### src/rtl/rgb_pixel_streamer.sv
// rgb_pixel_streamer
//
// Streams one frame of packed RGB888 pixels out of a 16-bit SRAM. Every pixel pair lives in
// three consecutive words: w0={R0,G0}, w1={B0,R1}, w2={G1,B1}. Reads are issued into a small
// word FIFO under a credit scheme; pixels are assembled from the two words at the FIFO head
// and handed out on a valid/ready interface.
//
// Ports
//   Clock           rising-edge clock
//   Reset           asynchronous active-high reset
//   Enable          start pulse, only looked at while idle
//   SRAM_address    read address (base + word index while fetching, else 0)
//   SRAM_read_data  data for the address presented two cycles earlier
//   SRAM_write_data tied to 0
//   SRAM_we_n       tied to 1 (read-only)
//   pixel_valid     pixel_data holds a pixel
//   pixel_data      {R, G, B}
//   pixel_ready     consumer accepts on a rising edge when pixel_valid is also 1
//   Busy            1 whenever not idle
//   Done            one-cycle pulse after the last pixel of the frame is accepted

module rgb_pixel_streamer #(
    parameter logic [17:0] RGB_BASE_ADDRESS = 18'd146944,
    parameter int unsigned NUM_PIXELS       = 76800,
    parameter int unsigned FIFO_DEPTH       = 4
) (
    input  logic        Clock,
    input  logic        Reset,
    input  logic        Enable,
    output logic [17:0] SRAM_address,
    input  logic [15:0] SRAM_read_data,
    output logic [15:0] SRAM_write_data,
    output logic        SRAM_we_n,
    output logic        pixel_valid,
    output logic [23:0] pixel_data,
    input  logic        pixel_ready,
    output logic        Busy,
    output logic        Done
);

    localparam int          Depth      = int'(FIFO_DEPTH);
    localparam int unsigned OccW       = $clog2(FIFO_DEPTH + 1);
    localparam int unsigned CreditW    = OccW + 2;
    localparam logic [17:0] TotalWords = 18'(3 * NUM_PIXELS / 2);
    localparam logic [17:0] LastPixel  = 18'(NUM_PIXELS - 1);

    typedef enum logic [1:0] {StIdle, StFetch, StDrain, StDone} state_e;

    state_e            state_q, state_d;
    logic [17:0]       word_cnt_q, word_cnt_d;
    logic [17:0]       pix_cnt_q, pix_cnt_d;
    logic [17:0]       addr_q, addr_d;
    // [0]: read issued last cycle, [1]: its data is on SRAM_read_data this cycle
    logic [1:0]        rd_vld_q, rd_vld_d;
    logic [OccW-1:0]   occ_q, occ_d;
    logic [15:0]       fifo_q [Depth];
    logic [15:0]       fifo_d [Depth];
    logic              phase_q, phase_d;
    logic              busy_q, busy_d;
    logic              done_q, done_d;

    logic              push;
    logic              accept;
    logic              issue;
    logic [1:0]        pop_n;
    logic [CreditW-1:0] credit_used;
    logic [OccW-1:0]   wr_idx;

    // Pixel assembly: the head word and the one behind it always hold the current pixel.
    always_comb begin
        pixel_valid = (occ_q >= OccW'(2));
        pixel_data  = '0;
        if (pixel_valid) begin
            if (phase_q) begin
                pixel_data = {fifo_q[0][7:0], fifo_q[1]};
            end else begin
                pixel_data = {fifo_q[0], fifo_q[1][15:8]};
            end
        end
    end

    // Credit: words already buffered plus reads in flight, minus what leaves this cycle.
    // Counting the same-cycle pop keeps the loop at one read per cycle with a 4-deep FIFO,
    // and still cannot overflow because the pop happens on the same edge as the next push.
    always_comb begin
        accept      = pixel_valid & pixel_ready;
        pop_n       = accept ? (phase_q ? 2'd2 : 2'd1) : 2'd0;
        push        = rd_vld_q[1];
        credit_used = CreditW'(occ_q) + CreditW'(rd_vld_q[0]) + CreditW'(rd_vld_q[1])
                      - CreditW'(pop_n);
        issue       = (state_q == StFetch) && (credit_used < CreditW'(FIFO_DEPTH));
    end

    // Control path next state.
    always_comb begin
        state_d    = state_q;
        word_cnt_d = word_cnt_q;
        pix_cnt_d  = pix_cnt_q;
        phase_d    = phase_q;
        rd_vld_d   = {rd_vld_q[0], issue};

        if (accept) begin
            pix_cnt_d = pix_cnt_q + 18'd1;
            phase_d   = ~phase_q;
        end
        if (issue) begin
            word_cnt_d = word_cnt_q + 18'd1;
        end

        unique case (state_q)
            StIdle: begin
                if (Enable) begin
                    state_d    = StFetch;
                    word_cnt_d = '0;
                    pix_cnt_d  = '0;
                    phase_d    = 1'b0;
                end
            end
            StFetch: begin
                if (issue && (word_cnt_q == TotalWords - 18'd1)) begin
                    state_d = StDrain;
                end
            end
            StDrain: begin
                if (accept && (pix_cnt_q == LastPixel)) begin
                    state_d = StDone;
                end
            end
            StDone: begin
                state_d = StIdle;
            end
            default: begin
                state_d = StIdle;
            end
        endcase

        // The address always shows the next word to read; it only counts as issued when
        // credit allows, so under backpressure it simply sits still.
        addr_d = (state_d == StFetch) ? (RGB_BASE_ADDRESS + word_cnt_d) : '0;
        busy_d = (state_d != StIdle);
        done_d = (state_d == StDone);
    end

    // Word FIFO as a shift register: pops shift toward the head, pushes append at the tail.
    always_comb begin
        for (int i = 0; i < Depth; i++) begin
            fifo_d[i] = fifo_q[i];
        end
        if (pop_n == 2'd1) begin
            for (int i = 0; i < Depth - 1; i++) begin
                fifo_d[i] = fifo_q[i + 1];
            end
            fifo_d[Depth - 1] = '0;
        end else if (pop_n == 2'd2) begin
            for (int i = 0; i < Depth - 2; i++) begin
                fifo_d[i] = fifo_q[i + 2];
            end
            fifo_d[Depth - 2] = '0;
            fifo_d[Depth - 1] = '0;
        end

        wr_idx = occ_q - OccW'(pop_n);
        for (int i = 0; i < Depth; i++) begin
            if (push && (wr_idx == OccW'(i))) begin
                fifo_d[i] = SRAM_read_data;
            end
        end

        occ_d = occ_q - OccW'(pop_n) + OccW'(push);
    end

    always_ff @(posedge Clock or posedge Reset) begin
        if (Reset) begin
            state_q    <= StIdle;
            word_cnt_q <= '0;
            pix_cnt_q  <= '0;
            addr_q     <= '0;
            rd_vld_q   <= '0;
            occ_q      <= '0;
            phase_q    <= 1'b0;
            busy_q     <= 1'b0;
            done_q     <= 1'b0;
            for (int i = 0; i < Depth; i++) begin
                fifo_q[i] <= '0;
            end
        end else begin
            state_q    <= state_d;
            word_cnt_q <= word_cnt_d;
            pix_cnt_q  <= pix_cnt_d;
            addr_q     <= addr_d;
            rd_vld_q   <= rd_vld_d;
            occ_q      <= occ_d;
            phase_q    <= phase_d;
            busy_q     <= busy_d;
            done_q     <= done_d;
            fifo_q     <= fifo_d;
        end
    end

    assign SRAM_address    = addr_q;
    assign SRAM_write_data = '0;
    assign SRAM_we_n       = 1'b1;
    assign Busy            = busy_q;
    assign Done            = done_q;

endmodule

### config.mk
export PLATFORM = sky130hd
export DESIGN_NAME = rgb_pixel_streamer
export DESIGN_NICKNAME = d
export VERILOG_FILES = /design/src/rtl/rgb_pixel_streamer.sv
export SDC_FILE = /design/constraint.sdc
export NUM_CORES = 1
export LEC_CHECK = 0
export ABC_AREA = 1
export CORE_MARGIN = 5
export CORE_UTILIZATION = 50
export CTS_BUF_LIST = sky130_fd_sc_hd__clkbuf_16
export CTS_CLUSTER_DIAMETER = 120
export DETAILED_ROUTE_END_ITERATION = 7
export GPL_TIMING_DRIVEN = 1
export PLACE_DENSITY = 0.82
export SLEW_MARGIN = 10
export SYNTH_ARGS = -nofsm -noshare
export SYNTH_HDL_FRONTEND = slang
export SYNTH_SLANG_ARGS = --single-unit
### constraint.sdc
create_clock -name Clock -period 6.3 [get_ports Clock]
set_clock_uncertainty 0.1 [all_clocks]
set_input_delay 1.26 -clock Clock [delete_from_list [all_inputs] [get_ports Clock]]
set_output_delay 1.26 -clock Clock [all_outputs]
set_load 0.02 [all_outputs]
==> impl_metrics.ini, run 1 <==
[critical_path]
worstSetupEndpointType = flip-flop
rr_startpoint = occ_q[2]
ff2ff_setup_slack_ns = 2.06
worstSetupPathType = primary input to flip-flop
startpoint = pixel_ready
crit_fanout = 17
start_kind = primary input
cp.required_ns = 6.50
arrival_ns = 4.55
ff2ff_path_depth = 20
r2r-end = SRAM_address[17]

[sta]
setup_viol = 0
fin_crit_ns = 4.350
worst_slew_pin_slew_ns = 1.067
rsz0062_at_grt = false
clock.fmax_mhz = 229.9
hold_ws_ns = 0.2954
relSlewSlack_pct = 28.81
hold_viol_final = 0
fin_crit_sh_pct = 69.04
finalSetupTns_ns = 0
maxSlewViolCount = 0

[die]
die_w_um = 127.5
ioPinCount = 82
die_area_mm2 = 0.01625
initial_core_util_pct = 50.30
design.core.area_mm2 = 0.01372
rows = 43
die_h_um = 127.5

[min_path]
hold_start = rd_vld_q[0]
hold_path_depth = 0
hold_end = rd_vld_q[1]
min_path_type = flip-flop to flip-flop

[power_and_ir_drop]
combPwrFrac_pct = 50.0
power_frac_seq_pct = 27.1
powerDensity_mw_per_mm2 = 554.6
ir_drop_v = 0.0003403
power_switching_mw = 1.978
p_leak_nw = 3.734
internal-power_mw = 2.591
total_power_mw = 4.570
power_frac_clock_pct = 22.9
netSwitchingFraction_pct = 43.29

[logic_synthesis]
syn_area_mm2 = 0.006900
synthArstFlopShare_pct = 100.0
synth_edf_count = 0
yosysWarnings = 0
syn_avg_cell_area_um2 = 8.118
ys_ff_latch = 128
ys_seq_area_share_pct = 46.42
ys_types = 41
synth_ff_type = dfrtp_1
postSynthCellCount = 850

[grt]
grt_pass1_vias = 5969
grt-ovfl-total = 0
track_usage_pct = 21.43
grt_max_degree = 54
grt_pass1_wl_um = 28360
antenna_found_initial = 0

[clocking]
cts_setup_buffers = 0
h-tree-depth = 4
clk_pin_slew_ns = 0.06
clock_sinks = 128
cts_tree = done
clockBufferDepth = 2
insertion_delay_ns = 0.42
cts-resized-gates = 0
cts_made_buffers = 17
holdBufCountCts = 0
cts_root_buf = clkbuf_16

[drt]
vias = 6138
drt_iter0_drc = 749
first_pass_iters = 5
wire_per_inst_um = 15.38
finalWirelength_um = 16890
ant_nets = 0
viasPerCell = 5.590
route.detailed.drc = 0

[job]
maxCapViolCount = 0

[final_layout]
diodes = 0
utilization_pct = 60.06
fill_cells = 1173
design_area_mm2 = 0.008240
nets = 940
drive_above_1_share_pct = 5.882
syn_to_final_growth_pct = 19.42

[outcome]
outcome = finished, final reports clean

[placement]
hpwl_um = 11280
portBuffers = 64
gp_congestion = 0.9120
place_area_mm2 = 0.007616
[power by group through the flow]
stage	clock network (mW)	logic [mW]	registers (mW)
after floorplan	0	1.56	1.27
final	1.05	2.28	1.24
after detailed placement	0	2.26	1.25
after global placement	0	2.21	1.24
after CTS	1.06	2.27	1.24
after global routing	1.10	2.53	1.27
[layer usage]
metal	part of all wire [%]	GRT usage (%)
met2	48	33.91
met4	1.7	8.896
met3	8.5	4.766
met1	42	28.60
met5	0	0
[sequential cells by signal (all words and copies together) (netlist names)]
name and cells:
Busy 1, Done 1, SRAM_address 18, fifo_q 64
occ_q 3, phase_q 1, pix_cnt_q 18, rd_vld_q 2
state_q 2, word_cnt_q 18
[logic make-up after synthesis]
family | count (synthesis) | share of synthesized area, %
XOR/XNOR | 10 | 1.269
adder cells (fa/ha/maj) | 15 | 2.829
AO/OA/AOI/OAI | 200 | 18.02
AND/OR/NAND/NOR | 292 | 19.08
flip-flops | 128 | 46.42
other | 2 | 0.1088
buffers and inverters | 203 | 12.28
[stage by stage]
| step | instances | setup WS [ns] |
|---|---|---|
| 5_1_grt | 1098 | 1.597 |
| 4_1_cts | 1098 | 1.964 |
| 2_1_floorplan | 865 | 1.527 |
| 3_3_place_gp | 1066 | 1.584 |
| 6_report | 1098 | 1.950 |
| 3_5_place_dp | 1066 | 1.525 |
[worst max path at each step]
| stage | end | slack (ns) | cells past startpoint |
|---|---|---|---|
| floorplan | Busy | 1.53 | 1 |
| global placement | SRAM_address[12] | 1.58 | 19 |
| detailed placement | SRAM_address[17] | 1.52 | 20 |
| CTS | SRAM_address[17] | 1.96 | 22 |
| global route | SRAM_address[17] | 1.60 | 20 |
| finish | SRAM_address[17] | 1.95 | 20 |
[worst max-delay path, stage by stage]
cell	delay (ns)
clkdlybuf4s50_1	0.51
nand2_4	0.09
inv_1	0.15
ha_1	0.17
inv_1	0.09
ha_1	0.29
ha_1	0.29
nand2_1	0.12
nand2_1	0.06
nand2_1	0.10
nand3_4	0.19
o21ai_0	0.20
o21ai_0	0.19
ha_1	0.27
nand2_1	0.08
clkinv_1	0.11
nand2_1	0.10
nand3_1	0.10
a21oi_1	0.14
nor2_1	0.06
[cell usage in the layout, fill, tap and decap left out, types with 2 or more instances in the layout]
master / netlist / final
o22ai_1: 47 / 47
clkinv_1: 2 / 6
nor2_2: 4 / 4
xnor2_1: 2 / 2
xor2_1: 8 / 8
nor3_1: 16 / 16
conb_1: 2 / 17
o221ai_1: 36 / 36
clkbuf_16: 0 / 17
nand3_2: 4 / 4
nand2_1: 134 / 134
o21ai_0: 50 / 50
nor4_1: 8 / 8
o21ai_1: 7 / 7
nand3_1: 41 / 41
clkdlybuf4s50_1: 0 / 64
inv_1: 147 / 147
clkinv_2: 0 / 3
clkinvlp_4: 0 / 2
bufinv_16: 0 / 5
nor2_1: 64 / 64
dfrtp_1: 128 / 128
o211ai_1: 11 / 11
buf_4: 19 / 10
a21oi_1: 43 / 43
nand4_1: 11 / 11
nor3b_1: 3 / 3
ha_1: 14 / 14
[layout make-up]
cell class / instances / area (µm²) / area share, %
Clock buffer: 17 / 425.4 / 5.162
Sequential cell: 128 / 3203 / 38.87
Tap cell: 180 / 225.2 / 2.733
Timing Repair Buffer: 74 / 715.7 / 8.685
Inverter: 150 / 565.5 / 6.863
Multi-Input combinational cell: 534 / 2907 / 35.27
Clock inverter: 15 / 198.9 / 2.414
[synth_stat cells, types with 2 or more instances]
cell type | n | area (µm²)
dfrtp_1 | 128 | 3203
buf_4 | 19 | 142.6
clkinv_1 | 2 | 7.510
conb_1 | 2 | 7.510
nor2_2 | 4 | 25.02
nand3_1 | 41 | 205.2
o22ai_1 | 47 | 294.0
inv_1 | 147 | 551.8
o21ai_0 | 50 | 250.2
nand4_1 | 11 | 68.82
xnor2_1 | 2 | 17.52
nor3b_1 | 3 | 22.52
o221ai_1 | 36 | 315.3
o211ai_1 | 11 | 82.58
nor2_1 | 64 | 240.2
buf_2 | 5 | 25.02
a21oi_1 | 43 | 215.2
nand3_2 | 4 | 40.04
ha_1 | 14 | 175.2
clkbuf_1 | 28 | 105.1
nor4_1 | 8 | 50.05
nor3_1 | 16 | 80.08
xor2_1 | 8 | 70.07
o21ai_1 | 7 | 35.03
nand2_1 | 134 | 503.0
Power figures use the tool's default switching activity.
==> run 2, diff against run 1 <==
- PLACE_DENSITY: 0.82 -> 0.84
- clock period: 6.3 -> 4 ns (I/O delays scaled with it)
==> impl_metrics.ini, run 2 (synthesized netlist as in run 1, its figures left out) <==
[outcome]
outcome = finished, final reports clean

[critical_path]
cp.required_ns = 4.22
start_kind = primary input
worstSetupEndpointType = flip-flop
worstSetupPathType = primary input to flip-flop
crit_fanout = 11
startpoint = pixel_ready
ff2ff_setup_slack_ns = 0.45
ff2ff_path_depth = 22
crit_end = SRAM_address[17]
arrival_ns = 3.86
rr_startpoint = occ_q[2]
r2r-end = SRAM_address[17]

[drt]
route.detailed.drc = 0
first_pass_iters = 6
wire_per_inst_um = 15.66
drt_iter0_drc = 769
vias = 6224
viasPerCell = 5.597
ant_nets = 0
finalWirelength_um = 17420

[sta]
hold_ws_ns = 0.2923
fin_crit_sh_pct = 90.99
finalSetupTns_ns = 0
hold_viol_final = 0
rsz0062_at_grt = false
fin_crit_ns = 3.640
maxSlewViolCount = 0
setup_viol = 0
worst_slew_pin_slew_ns = 1.039
clock.fmax_mhz = 274.8
relSlewSlack_pct = 30.68

[clocking]
clock_sinks = 128
holdBufCountCts = 0
clockBufferDepth = 2
cts-resized-gates = 0
h-tree-depth = 4
cts_tree = done
cts_made_buffers = 17
insertion_delay_ns = 0.43
clk_pin_slew_ns = 0.05
cts_root_buf = clkbuf_16
cts_setup_buffers = 0

[die]
die_area_mm2 = 0.01625
rows = 43
ioPinCount = 82
die_h_um = 127.5
initial_core_util_pct = 50.30
design.core.area_mm2 = 0.01372
die_w_um = 127.5

[grt]
antenna_found_initial = 0
grt_pass1_wl_um = 28830
grt_pass1_vias = 5988
grt_max_degree = 129
track_usage_pct = 22.02
grt-ovfl-total = 0

[power_and_ir_drop]
p_leak_nw = 3.769
ir_drop_v = 0.0004991
powerDensity_mw_per_mm2 = 870.2

[final_layout]
nets = 954
diodes = 0
fill_cells = 1175
design_area_mm2 = 0.008288
final_common_cell = inv_1
top_register = fifo_q
syn_to_final_growth_pct = 20.11
final_cell_mix = 147 x inv_1, 134 x nand2_1, 128 x dfrtp_1
largest_register_ff_count = 64
drive_above_1_share_pct = 7.403

[placement]
portBuffers = 64
hpwl_um = 11380
place_area_mm2 = 0.007735
gp_congestion = 0.9046

[job]
maxCapViolCount = 0

[min_path]
min_path_type = flip-flop to flip-flop
## run 2: changes by cell type in the layout (fill, tap and decap cells not counted), sizes merged
cell      change
clkinv        +2
clkinvlp      +2
inv           -1
buf          +14
bufinv        -3
## run 2: worst min path at each step
stage	start	endpoint	slack [ns]	cells past startpoint
3_3_place_gp	rd_vld_q[0]	rd_vld_q[1]	0.28	0
6_report	rd_vld_q[0]	rd_vld_q[1]	0.29	0
3_5_place_dp	rd_vld_q[0]	rd_vld_q[1]	0.29	0
2_1_floorplan	rd_vld_q[0]	rd_vld_q[1]	0.25	0
4_1_cts	rd_vld_q[0]	rd_vld_q[1]	0.30	0
5_1_grt	rd_vld_q[0]	rd_vld_q[1]	0.31	0
## run 2: cell type report
type / count / area (µm²) / area share, %
Clock buffer: 17 / 425.4 / 5.133
Timing Repair Buffer: 88 / 833.3 / 10.05
Multi-Input combinational cell: 534 / 2907 / 35.07
Clock inverter: 15 / 127.6 / 1.540
Sequential cell: 128 / 3203 / 38.65
Inverter: 150 / 566.8 / 6.839
Tap cell: 180 / 225.2 / 2.717
## run 2: power by group
part           leakage (nW)  total, mW  internal [mW]  switching, mW
combinational          1.82       3.79           1.39           2.40
sequential             1.68       1.96           1.73          0.230
clock                 0.272       1.46          0.897          0.567
total                  3.77       7.21           4.01           3.20
## run 2: worst max-delay path, cell delays in order
cell and delay, ns:
clkdlybuf4s50_1 0.46, nand2_4 0.09, inv_1 0.06, ha_1 0.20
ha_1 0.28, inv_1 0.04, ha_1 0.26, nand2_1 0.06
nand2_1 0.04, nand2_1 0.11, nand2_1 0.06, nand2_1 0.09
nand3_4 0.15, o21ai_0 0.17, o21ai_0 0.14, ha_1 0.24
nand2_1 0.07, clkinv_1 0.10, nand2_1 0.10, nand3_1 0.11
a21oi_1 0.14, nor2_1 0.06
## run 2: through the flow
step / worst slack, ns / instances / utilization, % / power, mW
after floorplan: 0.6561 / 865 / - / 4.468
after global placement: 0.07468 / 1080 / 56.38 / 5.589
after detailed placement: -0.04311 / 1080 / 56.38 / 5.698
after CTS: 0.3773 / 1112 / 60.41 / 7.216
after global routing: 0.02336 / 1112 / 60.41 / 7.760
final: 0.3603 / 1112 / 60.41 / 7.212
## run 2: layer usage
layer  part of all wire (%)  global-route usage, %
met5                      0                      0
met4                    2.3                  8.391
met3                    7.5                  6.438
met2                     49                  35.27
met1                     42                  28.32
==> run 3, diff against run 2 <==
- ABC_AREA: 1 -> unset
==> impl_metrics.ini, run 3 <==
[sta]
layout_setup_ws_ns = 0.1291
maxSlewViolCount = 0
setup_viol = 0
finalSetupTns_ns = 0
clock.fmax_mhz = 258.3
fin_crit_ns = 3.871
worst_slew_pin_slew_ns = 1.097
relSlewSlack_pct = 26.85
hold_viol_final = 0
fin_crit_sh_pct = 96.77

[logic_synthesis]
ys_seq_area_share_pct = 43.75
syn_area_mm2 = 0.007321
yosysMostFrequentCell = nor2_1
synthArstFlopShare_pct = 100.0
ys_types = 51
ys_ff_latch = 128
synth_common_cells = 130 x nor2_1, 128 x dfrtp_1, 92 x nand2_1
synth_top_cell_by_area = dfrtp_1
synth_ff_type = dfrtp_1
yosysTopAreaCellShare_pct = 43.75
postSynthCellCount = 840
synthTopCellsByArea = dfrtp_1 44%, nor2_1 6.7%, o21ai_0 5.7%
yosysWarnings = 0
synth_edf_count = 0
syn_avg_cell_area_um2 = 8.715

[clocking]
clk_pin_slew_ns = 0.05
cts_made_buffers = 17
clock_sinks = 128
h-tree-depth = 4
cts_tree = done
insertion_delay_ns = 0.42
clockBufferDepth = 2
holdBufCountCts = 0
cts_root_buf = clkbuf_16

[die]
initial_core_util_pct = 50.75
design.core.area_mm2 = 0.01442
ioPinCount = 82
rows = 44
die_h_um = 131
die_area_mm2 = 0.01716
die_w_um = 131

[critical_path]
path_buf_inv = 5
worstSetupEndpointType = flip-flop
crit_path_max_incr_delay_ns = 0.48
ff2ff_setup_slack_ns = 0.13
ff2ff_path_depth = 18
startpoint = occ_q[2]
start_kind = flip-flop
cp.required_ns = 4.23
cp_num_cells = 18
arrival_ns = 4.10
worstPathCellList = o21a_1, buf_4, ha_4, ha_1, inv_1, ha_1, nand3_1, buf_4, a21oi_4, buf_4, o211ai_1, xnor2_1, nand2_1, ha_2, nor4b_4, buf_4, a211oi_2, mux2i_1
crit_end = SRAM_address[15]
cp_top_family = adder cells
rr_startpoint = occ_q[2]
r2r-end = SRAM_address[15]
path_common_cell = buf_4
worstSetupPathType = flip-flop to flip-flop
crit_fanout = 7
cpMaxStageDelayCell = dfrtp_1

[drt]
wire_per_inst_um = 15.44
vias = 6068
finalWirelength_um = 17130
ant_nets = 0
first_pass_iters = 5
route.detailed.drc = 0
drt_iter0_drc = 452
viasPerCell = 5.472

[final_layout]
syn_to_final_growth_pct = 22.68
nets = 948
top_register = fifo_q
fill_cells = 1130
diodes = 0
final_common_cell = nor2_1
utilization_pct = 62.27
post_layout_nonfiller_instances = 1109
final_cell_mix = 129 x nor2_1, 128 x dfrtp_1, 92 x nand2_1
largest_register_ff_count = 64
drive_above_1_share_pct = 13.19

[placement]
hpwl_um = 11340
gp_congestion = 0.8921
dp.cells = 1074
portBuffers = 64
dpl_worst_slack_ns = -0.4135

[power_and_ir_drop]
p_leak_nw = 3.925
ir_drop_v = 0.0004117
powerDensity_mw_per_mm2 = 782.0

[min_path]
hold_start = rd_vld_q[0]
min_path_type = flip-flop to flip-flop

[outcome]
outcome = finished, final reports clean

[grt]
track_usage_pct = 20.54
grt_max_degree = 114
antenna_found_initial = 0
grt_pass1_wl_um = 28100
grt_pass1_vias = 5873
grt-ovfl-total = 0

[job]
maxCapViolCount = 0
==> run 3: changes by cell type after synthesis, moves of 16 or more <==
cell | before | now
clkbuf_1 | 28 | 46
mux2i_1 | 0 | 34
nand3_1 | 41 | 15
mux2_2 | 0 | 24
o221ai_1 | 36 | 0
nor2_1 | 64 | 130
o21ai_0 | 50 | 84
xnor2_1 | 2 | 18
inv_1 | 147 | 23
o22ai_1 | 47 | 0
nand2_1 | 134 | 92
a31oi_1 | 0 | 17
==> run 3: kinds of logic after synthesis <==
| family | count (synthesis) | share of synthesized area [%] |
|---|---|---|
| AND/OR/NAND/NOR | 319 | 20.03 |
| AO/OA/AOI/OAI | 183 | 14.29 |
| flip-flops | 128 | 43.75 |
| buffers and inverters | 94 | 5.828 |
| multiplexers | 59 | 8.546 |
| XOR/XNOR | 40 | 4.785 |
| adder cells (fa/ha/maj) | 15 | 2.666 |
| other | 2 | 0.1026 |
==> run 3: worst min path at each step <==
stage	to	slack, ns	depth (start not counted)
2_1_floorplan	rd_vld_q[1]	0.25	0
3_3_place_gp	rd_vld_q[1]	0.27	0
3_5_place_dp	rd_vld_q[1]	0.27	0
4_1_cts	rd_vld_q[1]	0.29	0
5_1_grt	rd_vld_q[1]	0.30	0
6_report	rd_vld_q[1]	0.28	0
==> run 3: final cells by class <==
cell class / count / area (µm²) / area share (%)
multi-input cells: 633 / 3844 / 42.80
flip-flops and latches: 128 / 3203 / 35.66
repair buffers: 110 / 1013 / 11.28
clock buffers: 17 / 425.4 / 4.737
well taps: 184 / 230.2 / 2.563
clock inverters: 14 / 172.7 / 1.923
inverters: 23 / 92.59 / 1.031
==> run 3: timing repair <==
item	CTS	global route
setup endpoints to repair	0	4
gates resized for setup	0	1
buffers inserted	0	4
==> run 3: worst reg2reg max path, stage by stage, from the launching register on <==
cell      delay [ns]
dfrtp_1         0.48
o21a_1          0.28
buf_4           0.18
ha_4            0.16
ha_1            0.26
inv_1           0.04
ha_1            0.26
nand3_1         0.10
buf_4           0.17
a21oi_4         0.16
buf_4           0.13
o211ai_1        0.12
xnor2_1         0.29
nand2_1         0.13
ha_2            0.20
nor4b_4         0.14
buf_4           0.16
a211oi_2        0.23
mux2i_1         0.23
==> run 3: layer usage <==
| metal | wire [µm] | vias to the layer above | track usage [%] |
|---|---|---|---|
| met3 | 875 | 35 | 5.244 |
| met4 | 359 | 0 | 7.743 |
| met5 | 0 | - | 0 |
| li1 | - | 2976 | - |
| met1 | 7488 | 2880 | 26.57 |
| met2 | 8405 | 177 | 33.30 |
==> run 3: power breakdown <==
| part | total, mW | switching [mW] | internal (mW) | leakage, nW |
|---|---|---|---|---|
| clock network | 1.59 | 0.562 | 1.02 | 0.286 |
| registers | 2.08 | 0.357 | 1.72 | 1.64 |
| logic | 3.36 | 1.82 | 1.54 | 2.00 |
| total | 7.02 | 2.74 | 4.28 | 3.92 |
==> run 3: per-stage QoR <==
step	cell area [µm²]	hold slack [ns]	power, mW
3_3_place_gp	8351	0.2727	5.280
6_report	8981	0.2835	7.023
5_1_grt	8981	0.2991	7.524
2_1_floorplan	7483	0.2544	4.312
4_1_cts	8949	0.2856	7.038
3_5_place_dp	8351	0.2736	5.410
